<file path="config.mk">
export PLATFORM = sky130hd
export DESIGN_NAME = ray_unit_mc_flat
export DESIGN_NICKNAME = d
export VERILOG_FILES = /design/src/rtl/ray_unit_mc_if.sv /design/src/rtl/ray_unit_mc.sv /design/src/flat_wrapper.sv
export SDC_FILE = /design/constraint.sdc
export NUM_CORES = 2
export LEC_CHECK = 0
export ABC_AREA = 0
export ABC_CLOCK_PERIOD_IN_PS = 8500
export CAP_MARGIN = 20
export CORE_MARGIN = 2
export CORE_UTILIZATION = 30
export CTS_CLUSTER_DIAMETER = 80
export DETAILED_ROUTE_END_ITERATION = 12
export GPL_TIMING_DRIVEN = 0
export PLACE_DENSITY = 0.44
export SYNTH_ARGS = -nofsm -noshare
export SYNTH_HDL_FRONTEND = slang
export SYNTH_SLANG_ARGS = --single-unit
</file>
<file path="constraint.sdc">
create_clock -name clk -period 8.5 [get_ports clk]
set_input_delay 2.125 -clock clk [delete_from_list [all_inputs] [get_ports clk]]
set_output_delay 2.125 -clock clk [all_outputs]
set_load 0.005 [all_outputs]
</file>
<file path="src/rtl/ray_unit_mc_if.sv">
// ray_unit_mc_if: stream interface of the multi-lane ray unit.
//   Coordinate request stream : screen_x, screen_y, coords_valid -> coords_ready
//   Result stream             : out_valid, out_x, out_y, distance,
//                               surface_point -> out_ready
//   slave  modport: the ray unit (consumes coordinates, produces results)
//   master modport: the neighbour driving coordinates and taking results
// vec3 packing is {x, y, z} with x in the most significant FP_W bits.
interface ray_unit_mc_if #(
   parameter int FP_W = 16
);
   logic [FP_W-1:0]   screen_x;
   logic [FP_W-1:0]   screen_y;
   logic              coords_valid;
   logic              coords_ready;
   logic              out_valid;
   logic              out_ready;
   logic [FP_W-1:0]   out_x;
   logic [FP_W-1:0]   out_y;
   logic [FP_W-1:0]   distance;
   logic [3*FP_W-1:0] surface_point;

   modport slave (
      input  screen_x, screen_y, coords_valid, out_ready,
      output coords_ready, out_valid, out_x, out_y, distance, surface_point
   );

   modport master (
      output screen_x, screen_y, coords_valid, out_ready,
      input  coords_ready, out_valid, out_x, out_y, distance, surface_point
   );
endinterface

</file>
<file path="src/rtl/ray_unit_mc.sv">
// ray_unit_mc: multi-lane ray generation + marching unit with in-order
// result delivery.
//   clk, rst       : system clock, synchronous active-high reset
//   bus (slave)    : coordinate request stream in, tagged result stream out
//   cfg_load       : pulse, latches camera_forward/ray_origin/obj_sel when idle
//   cfg_err        : one-cycle pulse when cfg_load arrives while not idle
//   idle           : no ray in any lane, the reorder buffer or output register
//   ray_count      : results handed downstream since reset, saturating
// Rays are dispatched to the lowest free lane and tagged with a reorder
// buffer slot; lanes finish in any order, the ROB releases them in order.
// ROB_DEPTH must be a power of two, at least 2 and at least NUM_LANES.

// ray_generator: builds the ray direction from the pixel coordinate and the
// camera forward vector. Combinational.
//   screen_x, screen_y : pixel coordinate
//   camera_forward     : latched camera direction
//   direction          : ray direction {x, y, z}
//   step_key           : selects march length inside the marcher
module ray_generator #(
   parameter int FP_W = 16
) (
   input  logic [FP_W-1:0]   screen_x,
   input  logic [FP_W-1:0]   screen_y,
   input  logic [3*FP_W-1:0] camera_forward,
   output logic [3*FP_W-1:0] direction,
   output logic [2:0]        step_key
);
   assign direction = {camera_forward[3*FP_W-1 -: FP_W] + screen_x,
                       camera_forward[2*FP_W-1 -: FP_W] + screen_y,
                       camera_forward[FP_W-1:0]};
   assign step_key  = screen_x[2:0];
endmodule

// ray_marcher: steps along the ray a data-dependent number of times, then
// pulses valid_out with the distance and hit point. Intentionally has no
// reset: a ray in flight across a unit reset keeps marching and its result
// is dropped by the owner. A new start always overrides any ray in progress.
//   start          : begin marching (one-cycle pulse)
//   direction      : ray direction {x, y, z}
//   origin         : ray origin {x, y, z}
//   obj_sel        : scene object select (changes march length profile)
//   step_key       : per-ray march length selector
//   valid_out      : one-cycle result strobe
//   distance       : accumulated march distance
//   surface_point  : hit point {x, y, z}
module ray_marcher #(
   parameter int FP_W = 16
) (
   input  logic              clk,
   input  logic              start,
   input  logic [3*FP_W-1:0] direction,
   input  logic [3*FP_W-1:0] origin,
   input  logic              obj_sel,
   input  logic [2:0]        step_key,
   output logic              valid_out,
   output logic [FP_W-1:0]   distance,
   output logic [3*FP_W-1:0] surface_point
);
   logic            active;
   logic [3:0]      cnt;
   logic [3:0]      steps;
   logic [FP_W-1:0] acc;
   logic [FP_W-1:0] acc_next;
   logic [FP_W-1:0] dz;
   logic [FP_W-1:0] hit_x;
   logic [FP_W-1:0] hit_y;
   logic [FP_W-1:0] oz;

   // Object 0 marches long for small keys, object 1 the opposite, so a
   // burst of consecutive pixels completes out of order on either object.
   assign steps    = obj_sel ? ({1'b0, step_key} + 4'd1) : (4'd8 - {1'b0, step_key});
   assign acc_next = acc + dz;

   always_ff @(posedge clk) begin
      valid_out <= 1'b0;
      if (start) begin
         active <= 1'b1;
         cnt    <= steps;
         acc    <= '0;
         dz     <= direction[FP_W-1:0];
         hit_x  <= origin[3*FP_W-1 -: FP_W] + direction[3*FP_W-1 -: FP_W];
         hit_y  <= origin[2*FP_W-1 -: FP_W] + direction[2*FP_W-1 -: FP_W];
         oz     <= origin[FP_W-1:0];
      end else if (active) begin
         acc <= acc_next;
         cnt <= cnt - 4'd1;
         if (cnt == 4'd1) begin
            active        <= 1'b0;
            valid_out     <= 1'b1;
            distance      <= acc_next;
            surface_point <= {hit_x, hit_y, oz + acc_next};
         end
      end
   end
endmodule

module ray_unit_mc #(
   parameter int NUM_LANES = 4,
   parameter int ROB_DEPTH = 8,
   parameter int CNT_W     = 32,
   parameter int FP_W      = 16
) (
   input  logic               clk,
   input  logic               rst,
   ray_unit_mc_if.slave       bus,
   input  logic               cfg_load,
   input  logic [3*FP_W-1:0]  camera_forward,
   input  logic [3*FP_W-1:0]  ray_origin,
   input  logic               obj_sel,
   output logic               cfg_err,
   output logic               idle,
   output logic [CNT_W-1:0]   ray_count
);
   localparam int TAG_W  = $clog2(ROB_DEPTH);
   localparam int LANE_W = (NUM_LANES > 1) ? $clog2(NUM_LANES) : 1;
   localparam logic [TAG_W:0] OCC_FULL = (TAG_W+1)'(ROB_DEPTH);

   // frame configuration as seen by the lanes
   logic [3*FP_W-1:0] cfg_fwd;
   logic [3*FP_W-1:0] cfg_org;
   logic              cfg_obj;

   // lane bookkeeping
   logic [NUM_LANES-1:0] busy;
   logic [TAG_W-1:0]     lane_tag   [NUM_LANES];
   logic [NUM_LANES-1:0] lane_start;
   logic [NUM_LANES-1:0] lane_valid;
   logic [NUM_LANES-1:0] lane_done;
   logic [FP_W-1:0]      lane_dist  [NUM_LANES];
   logic [3*FP_W-1:0]    lane_sp    [NUM_LANES];

   // reorder buffer
   logic [ROB_DEPTH-1:0] done;
   logic [FP_W-1:0]      rob_x      [ROB_DEPTH];
   logic [FP_W-1:0]      rob_y      [ROB_DEPTH];
   logic [FP_W-1:0]      rob_dist   [ROB_DEPTH];
   logic [3*FP_W-1:0]    rob_sp     [ROB_DEPTH];
   logic [TAG_W-1:0]     wr_ptr;
   logic [TAG_W-1:0]     rd_ptr;
   logic [TAG_W:0]       occupancy;

   // output register
   logic              out_valid_r;
   logic [FP_W-1:0]   out_x_r;
   logic [FP_W-1:0]   out_y_r;
   logic [FP_W-1:0]   out_dist_r;
   logic [3*FP_W-1:0] out_sp_r;

   logic              any_free;
   logic [LANE_W-1:0] free_idx;
   logic              coords_ready_c;
   logic              accept;
   logic              load;
   logic              emit;

   always_comb begin
      any_free = 1'b0;
      free_idx = '0;
      for (int i = NUM_LANES - 1; i >= 0; i--) begin
         if (!busy[i]) begin
            any_free = 1'b1;
            free_idx = LANE_W'(i);
         end
      end
   end

   // rst gating keeps coords_ready low during reset even though busy and
   // occupancy are only cleared at the edge.
   assign coords_ready_c = !rst && any_free && (occupancy < OCC_FULL) && !cfg_load;
   assign accept         = bus.coords_valid && coords_ready_c;
   assign load           = (!out_valid_r || bus.out_ready) && done[rd_ptr];
   assign emit           = out_valid_r && bus.out_ready;
   assign idle           = !(|busy) && (occupancy == '0) && !out_valid_r;

   assign bus.coords_ready  = coords_ready_c;
   assign bus.out_valid     = out_valid_r;
   assign bus.out_x         = out_x_r;
   assign bus.out_y         = out_y_r;
   assign bus.distance      = out_dist_r;
   assign bus.surface_point = out_sp_r;

   // A lane that finishes in this cycle still reads busy here, so it cannot
   // be picked by the free-lane search until the following cycle.
   assign lane_done = lane_valid & busy;

   for (genvar g = 0; g < NUM_LANES; g++) begin : g_lane
      logic [3*FP_W-1:0] dir;
      logic [2:0]        key;

      // The start is taken straight from the accepted request so that the
      // marcher restarts on the same edge that sets busy; a stale strobe
      // from a pre-reset ray can then never be attributed to the new ray.
      assign lane_start[g] = accept && (free_idx == LANE_W'(g));

      ray_generator #(.FP_W(FP_W)) u_gen (
         .screen_x       (bus.screen_x),
         .screen_y       (bus.screen_y),
         .camera_forward (cfg_fwd),
         .direction      (dir),
         .step_key       (key)
      );

      ray_marcher #(.FP_W(FP_W)) u_march (
         .clk            (clk),
         .start          (lane_start[g]),
         .direction      (dir),
         .origin         (cfg_org),
         .obj_sel        (cfg_obj),
         .step_key       (key),
         .valid_out      (lane_valid[g]),
         .distance       (lane_dist[g]),
         .surface_point  (lane_sp[g])
      );
   end

   always_ff @(posedge clk) begin
      if (rst) begin
         busy        <= '0;
         done        <= '0;
         wr_ptr      <= '0;
         rd_ptr      <= '0;
         occupancy   <= '0;
         out_valid_r <= 1'b0;
         cfg_err     <= 1'b0;
         ray_count   <= '0;
         cfg_fwd     <= '0;
         cfg_org     <= '0;
         cfg_obj     <= 1'b0;
         for (int i = 0; i < NUM_LANES; i++) lane_tag[i] <= '0;
      end else begin
         cfg_err <= cfg_load && !idle;
         if (cfg_load && idle) begin
            cfg_fwd <= camera_forward;
            cfg_org <= ray_origin;
            cfg_obj <= obj_sel;
         end

         if (accept) begin
            busy[free_idx]     <= 1'b1;
            lane_tag[free_idx] <= wr_ptr;
            wr_ptr             <= wr_ptr + 1'b1;
         end

         // the slot being unloaded cannot also be completing: its ray
         // already left its lane
         if (load) begin
            done[rd_ptr] <= 1'b0;
            rd_ptr       <= rd_ptr + 1'b1;
            out_valid_r  <= 1'b1;
         end else if (bus.out_ready) begin
            out_valid_r <= 1'b0;
         end

         for (int i = 0; i < NUM_LANES; i++) begin
            if (lane_done[i]) begin
               busy[i]           <= 1'b0;
               done[lane_tag[i]] <= 1'b1;
            end
         end

         case ({accept, load})
            2'b10:   occupancy <= occupancy + 1'b1;
            2'b01:   occupancy <= occupancy - 1'b1;
            default: occupancy <= occupancy;
         endcase

         if (emit && (ray_count != {CNT_W{1'b1}})) ray_count <= ray_count + 1'b1;
      end
   end

   // payload storage, qualified entirely by the control state above
   always_ff @(posedge clk) begin
      if (accept) begin
         rob_x[wr_ptr] <= bus.screen_x;
         rob_y[wr_ptr] <= bus.screen_y;
      end
      for (int i = 0; i < NUM_LANES; i++) begin
         if (lane_done[i]) begin
            rob_dist[lane_tag[i]] <= lane_dist[i];
            rob_sp[lane_tag[i]]   <= lane_sp[i];
         end
      end
      if (!rst && load) begin
         out_x_r    <= rob_x[rd_ptr];
         out_y_r    <= rob_y[rd_ptr];
         out_dist_r <= rob_dist[rd_ptr];
         out_sp_r   <= rob_sp[rd_ptr];
      end
   end
endmodule
</file>
<file path="src/flat_wrapper.sv">
// flat-port wrapper written by rule: the top's interface ports become plain ports
module ray_unit_mc_flat 
#(
   parameter int NUM_LANES = 4,
   parameter int ROB_DEPTH = 8,
   parameter int CNT_W     = 32,
   parameter int FP_W      = 16
)
  (clk, rst, cfg_load, camera_forward, ray_origin, obj_sel, cfg_err, idle, ray_count, bus_screen_x, bus_screen_y, bus_coords_valid, bus_out_ready, bus_coords_ready, bus_out_valid, bus_out_x, bus_out_y, bus_distance, bus_surface_point);
  ray_unit_mc_if #(.FP_W(FP_W)) bus_i ();
  input  logic clk;
  input  logic rst;
  input  logic cfg_load;
  input  logic [3*FP_W-1:0] camera_forward;
  input  logic [3*FP_W-1:0] ray_origin;
  input  logic obj_sel;
  output logic cfg_err;
  output logic idle;
  output logic [CNT_W-1:0] ray_count;
  input wire logic [$bits(bus_i.screen_x)-1:0] bus_screen_x;
  input wire logic [$bits(bus_i.screen_y)-1:0] bus_screen_y;
  input wire logic [$bits(bus_i.coords_valid)-1:0] bus_coords_valid;
  input wire logic [$bits(bus_i.out_ready)-1:0] bus_out_ready;
  output wire logic [$bits(bus_i.coords_ready)-1:0] bus_coords_ready;
  output wire logic [$bits(bus_i.out_valid)-1:0] bus_out_valid;
  output wire logic [$bits(bus_i.out_x)-1:0] bus_out_x;
  output wire logic [$bits(bus_i.out_y)-1:0] bus_out_y;
  output wire logic [$bits(bus_i.distance)-1:0] bus_distance;
  output wire logic [$bits(bus_i.surface_point)-1:0] bus_surface_point;
  assign bus_i.screen_x = bus_screen_x;
  assign bus_i.screen_y = bus_screen_y;
  assign bus_i.coords_valid = bus_coords_valid;
  assign bus_i.out_ready = bus_out_ready;
  assign bus_coords_ready = bus_i.coords_ready;
  assign bus_out_valid = bus_i.out_valid;
  assign bus_out_x = bus_i.out_x;
  assign bus_out_y = bus_i.out_y;
  assign bus_distance = bus_i.distance;
  assign bus_surface_point = bus_i.surface_point;
  ray_unit_mc #(.NUM_LANES(NUM_LANES), .ROB_DEPTH(ROB_DEPTH), .CNT_W(CNT_W), .FP_W(FP_W)) u_core (.clk(clk), .rst(rst), .bus(bus_i), .cfg_load(cfg_load), .camera_forward(camera_forward), .ray_origin(ray_origin), .obj_sel(obj_sel), .cfg_err(cfg_err), .idle(idle), .ray_count(ray_count));
endmodule
</file>
==> results_tabular.tex <==
\begin{tabular}{lr}
\hline
Metric & Value \\
\hline
\multicolumn{2}{l}{\textbf{Outcome}} \\
Outcome & completed \\
\multicolumn{2}{l}{\textbf{Synth}} \\
Synthesized instance count & around 7,000 \\
Top area cells in the synthesized netlist & sky130\_fd\_sc\_hd\_\_edfxtp\_1 (52\%), sky130\_fd\_sc\_hd\_\_mux2i\_1 (7.1\%), sky130\_fd\_sc\_hd\_\_dfxtp\_1 (5.6\%) \\
Cell type contributing the most total cell area after synthesis & sky130\_fd\_sc\_hd\_\_edfxtp\_1 \\
FFs w/ async S/R, synth & 0\% \\
Flip-flop and latch count after synthesis & 1,629 \\
Number of enable-type register cells in the synthesized netlist & 1,404 \\
Avg Synthesized Cell Area & 11.7 um\^{}2 \\
Cell area after synthesis & around 80,000 um\^{}2 \\
Most common cell in the netlist & sky130\_fd\_sc\_hd\_\_edfxtp\_1 \\
Number of warnings reported in the yosys synthesis log & 0 \\
Top-area cell type share of the netlist area & 52.5\% \\
Most numerous cell types in the synthesized netlist & sky130\_fd\_sc\_hd\_\_edfxtp\_1 (1,404), sky130\_fd\_sc\_hd\_\_nand2\_1 (985), sky130\_fd\_sc\_hd\_\_o21ai\_0 (772) \\
Primary flip-flop cell chosen by synthesis mapping & sky130\_fd\_sc\_hd\_\_edfxtp\_1 \\
Distinct cell type count after synthesis & 76 \\
Mapped Nets & 7,199 \\
Register area share after synthesis & 58.1\% \\
\multicolumn{2}{l}{\textbf{Worst setup path}} \\
Endpoint required time on the critical path & 9.06 ns \\
Critical path, cell by cell & clkdlybuf4s50\_1 -> inv\_1 -> fa\_1 -> inv\_1 -> ha\_1 -> inv\_1 -> fa\_1 -> nor2b\_1 -> o21ai\_0 -> a21boi\_0 -> o21ai\_0 -> a21oi\_1 -> a311oi\_1 -> nor2\_1 -> xor2\_1 \\
Flop2flop setup slack & $\sim$3.8 ns \\
Slowest stage cell on the critical path & sky130\_fd\_sc\_hd\_\_clkdlybuf4s50\_1 \\
WP data arrival & 7.00 ns \\
FF-to-FF End & u\_core.g\_lane[3].u\_march.surface\_point[15] \\
Top cell by count, worst path & sky130\_fd\_sc\_hd\_\_inv\_1 \\
Startpoint type of the worst setup path & primary input \\
Category of the critical setup timing path & primary input to register \\
Worst stage delay on the critical path & 1.12 ns \\
Worst R2R Start & u\_core.g\_lane[3].u\_march.dz[0] \\
Capturing element type of the critical path & register \\
Largest fanout of any net on the critical path & 14 \\
Worst R2R Path Depth & 16 \\
\multicolumn{2}{l}{\textbf{Floorplan}} \\
Horizontal die dimension & approximately 520 um \\
Height of the die & roughly 520 um \\
Number of top-level pins & 266 \\
Placement row count & 189 \\
Die area & 272,000 um\^{}2 \\
Placeable Area & 266,000 um\^{}2 \\
Starting utilization of the core area & 30.2\% \\
\multicolumn{2}{l}{\textbf{Route}} \\
Post-detailed-route count of antenna-violating nets & 0 \\
Length of the first detailed-routing pass in iterations & 6 \\
DRC & 0 \\
Wire length after detailed routing & 314 mm \\
Number of design-rule violations left by the first detailed-router iteration & 6,157 \\
Detailed-route via count & approximately 58,000 \\
Post-detailed-route via-to-cell ratio & 5.18 \\
Average wire per cell in the routed design & approximately 28 um \\
\multicolumn{2}{l}{\textbf{Timing}} \\
Achievable frequency & about 160 MHz \\
Worst clock skew & about 0.068 ns \\
Count of pins over their slew limit & 0 \\
Final number of setup-violating endpoints & 0 \\
Fin Hold WS & 0.403 ns \\
Least-Margin Pin Slew & 1.23 ns \\
Setup repair after global routing missed its margin & false \\
Share of the clock period used by the worst path after layout & about 76\% \\
Number of endpoints with negative hold slack in the final report & 0 \\
Setup TNS & 0 ns \\
Post-layout minimum cycle time & 6.43 ns \\
Worst max-slew margin expressed relative to the limit & between 10\% and 20\% \\
\multicolumn{2}{l}{\textbf{Global route}} \\
Overall routing resource usage & a little under a quarter \\
Initial antenna violation count & 19 \\
First-pass GRT wire length & 435 mm \\
Number of global-route vias before repair & 57,100 \\
Largest net degree at the start of global routing & 43 \\
Leftover overflow at the end of global routing & 0 \\
\multicolumn{2}{l}{\textbf{Final layout}} \\
Final Non-Filler Cells & 11,100 \\
Layout-stage area growth over the synthesis result & 19.2\% \\
Fill cell count & 26,200 \\
Share of final-layout standard cells stronger than drive strength 1 & 10.6\% \\
Nets@finish & 7,770 \\
\multicolumn{2}{l}{\textbf{Flow run}} \\
Max-cap viol count & 0 \\
\multicolumn{2}{l}{\textbf{Clock tree}} \\
Clock sink count & 1,629 \\
Root Buffer Master & sky130\_fd\_sc\_hd\_\_clkbuf\_16 \\
Clk Latency, worst-skew pair & 0.90 ns \\
Hold buffer count at CTS & 0 \\
Inserted Clock Buffers & 192 \\
Maximum buffer depth of the clock tree & 3 \\
Setup fix buffers added after clock tree synthesis & 0 \\
Post\_cts resized & 0 \\
Htree depth & 4 \\
Clock-pin slew on the worst setup and hold paths & 0.06 ns \\
Clock tree from TritonCTS & done \\
\multicolumn{2}{l}{\textbf{Placed design}} \\
Count of port buffers added during placement & about 260 \\
Weighted congestion reported at the end of routability-driven placement & 0.933 \\
Number of cells in the design after placement & between 10,000 and 15,000 \\
Post-detailed-placement half-perimeter wirelength & 235 mm \\
\multicolumn{2}{l}{\textbf{Power}} \\
Leakage component of the power & 31.4 nW \\
Comb pwr share & 23.2\% \\
Internal power component & 0.0161 W \\
Switching Share & 31.1\% \\
Power per cell area & 244 nW/um\^{}2 \\
Worst IR drop on VDD & 0.210 mV \\
Power dissipated by switching net loads & 0.00728 W \\
Clock power frac & 35.9\% \\
Part of the power in registers & 40.9\% \\
\multicolumn{2}{l}{\textbf{Worst hold path}} \\
Hold depth & 0 \\
Hold Crit Class & register to register \\
Beginning of the worst hold path & u\_core.g\_lane[2].u\_march.hit\_x[15] \\
Hold Crit Endpoint & u\_core.g\_lane[2].u\_march.surface\_point[47] \\
\hline
\end{tabular}
[logic make-up after synthesis]
logic type / synth area share [%]
and+or+nand+nor: 9.36
adders and majority gates: 3.67
xor gates and xnor gates: 1.90
buffers and inverters: 3.27
DFF: 58.1
AOI/OAI and AO/OA: 9.79
muxes: 13.9
[cells in the final DEF, fill, tap and decap left out, types with 51 or more instances in the layout]
cell type                         count
sky130_fd_sc_hd__edfxtp_1          1404
sky130_fd_sc_hd__a21oi_1            537
sky130_fd_sc_hd__clkbuf_1           456
sky130_fd_sc_hd__dfxtp_1            225
sky130_fd_sc_hd__clkbuf_16          194
sky130_fd_sc_hd__o21ai_0            772
sky130_fd_sc_hd__clkdlybuf4s50_1    264
sky130_fd_sc_hd__inv_1               93
sky130_fd_sc_hd__xor2_1              54
sky130_fd_sc_hd__nand2_1            983
sky130_fd_sc_hd__mux2_2              97
sky130_fd_sc_hd__xnor2_1            115
sky130_fd_sc_hd__mux4_2             194
sky130_fd_sc_hd__mux2i_1            571
sky130_fd_sc_hd__nor2_1             519
sky130_fd_sc_hd__nor3_1              51
sky130_fd_sc_hd__buf_1              117
sky130_fd_sc_hd__ha_1               170
[worst max-delay path, delay by kind of cell]
kind                     cells  cell delay [ns]
AND/OR/NAND/NOR              2             0.33
XOR/XNOR                     1             0.61
buffers and inverters        4             1.74
AO/OA/AOI/OAI                5             1.00
adder cells (fa/ha/maj)      3             1.18
[power groups by stage]
stage	Combinational [W]	Clock [W]	Sequential, W
after floorplan	0.00335	0	0.00964
after detailed placement	0.00547	0	0.00973
final	0.00544	0.00840	0.00956
after global routing	0.00596	0.00890	0.00959
after global placement	0.00531	0	0.00976
after CTS	0.00550	0.00860	0.00956
[how the worst max path moves through the flow]
| stage | start | to | slack (ns) | cells after the start |
|---|---|---|---|---|
| finish | bus_screen_x[0] | u_core.g_lane[1].u_march.hit_x[13] | 2.07 | 15 |
| global route | bus_screen_x[0] | u_core.g_lane[1].u_march.hit_x[13] | 1.82 | 15 |
| CTS | bus_screen_x[0] | u_core.g_lane[2].u_march.hit_x[13] | 2.08 | 15 |
| detailed placement | bus_screen_x[0] | u_core.g_lane[3].u_march.hit_x[13] | 1.19 | 15 |
| global placement | cfg_load | u_core.g_lane[0].u_march.surface_point[23] | -6.52 | 6 |
| floorplan | rst | u_core.g_lane[3].u_march.distance[0] | 0.50 | 6 |
[flip-flops by register name, indices dropped and copies added, names as in the netlist, 64 cells and up]
name                                 count
u_core.rob_y                           128
u_core.g_lane.u_march.oz                64
u_core.g_lane.u_march.hit_x             64
u_core.rob_dist                        128
u_core.g_lane.u_march.hit_y             64
u_core.rob_x                           128
u_core.g_lane.u_march.dz                64
u_core.rob_sp                          384
u_core.g_lane.u_march.surface_point    192
u_core.g_lane.u_march.distance          64
u_core.g_lane.u_march.acc               64
[routing by layer]
metal,up-vias,global-route usage (%),share of wire (%)
li1,26100,-,-
met1,28900,30.3,43
met2,2177,36.7,47
met3,506,3.36,5.9
met4,4,8.75,4.1
met5,-,0,0.0067
[area by class of cell]
type,count,area (um^2),area share [%]
antenna,9,22.5,0.0235
sequential,1629,46700,48.7
inverter,99,382,0.399
timing repair buffer,377,4320,4.51
clock buffer,236,5110,5.34
multi-input combinational,4535,31200,32.6
tap,3533,4420,4.62
clock inverter,125,1380,1.44
buffer,591,2290,2.39
[through the flow]
stage	power [W]	setup WS [ns]	instance area, um^2	utilization (%)
floorplan	0.0130	0.498	80300	-
global placement	0.0151	-6.52	87400	32.9
detailed placement	0.0152	1.19	89200	33.6
CTS	0.0237	2.08	95700	36.0
global route	0.0245	1.82	95700	36.0
finish	0.0234	2.07	95800	36.0
No activity file was read; power rests on OpenSTA's default activity.
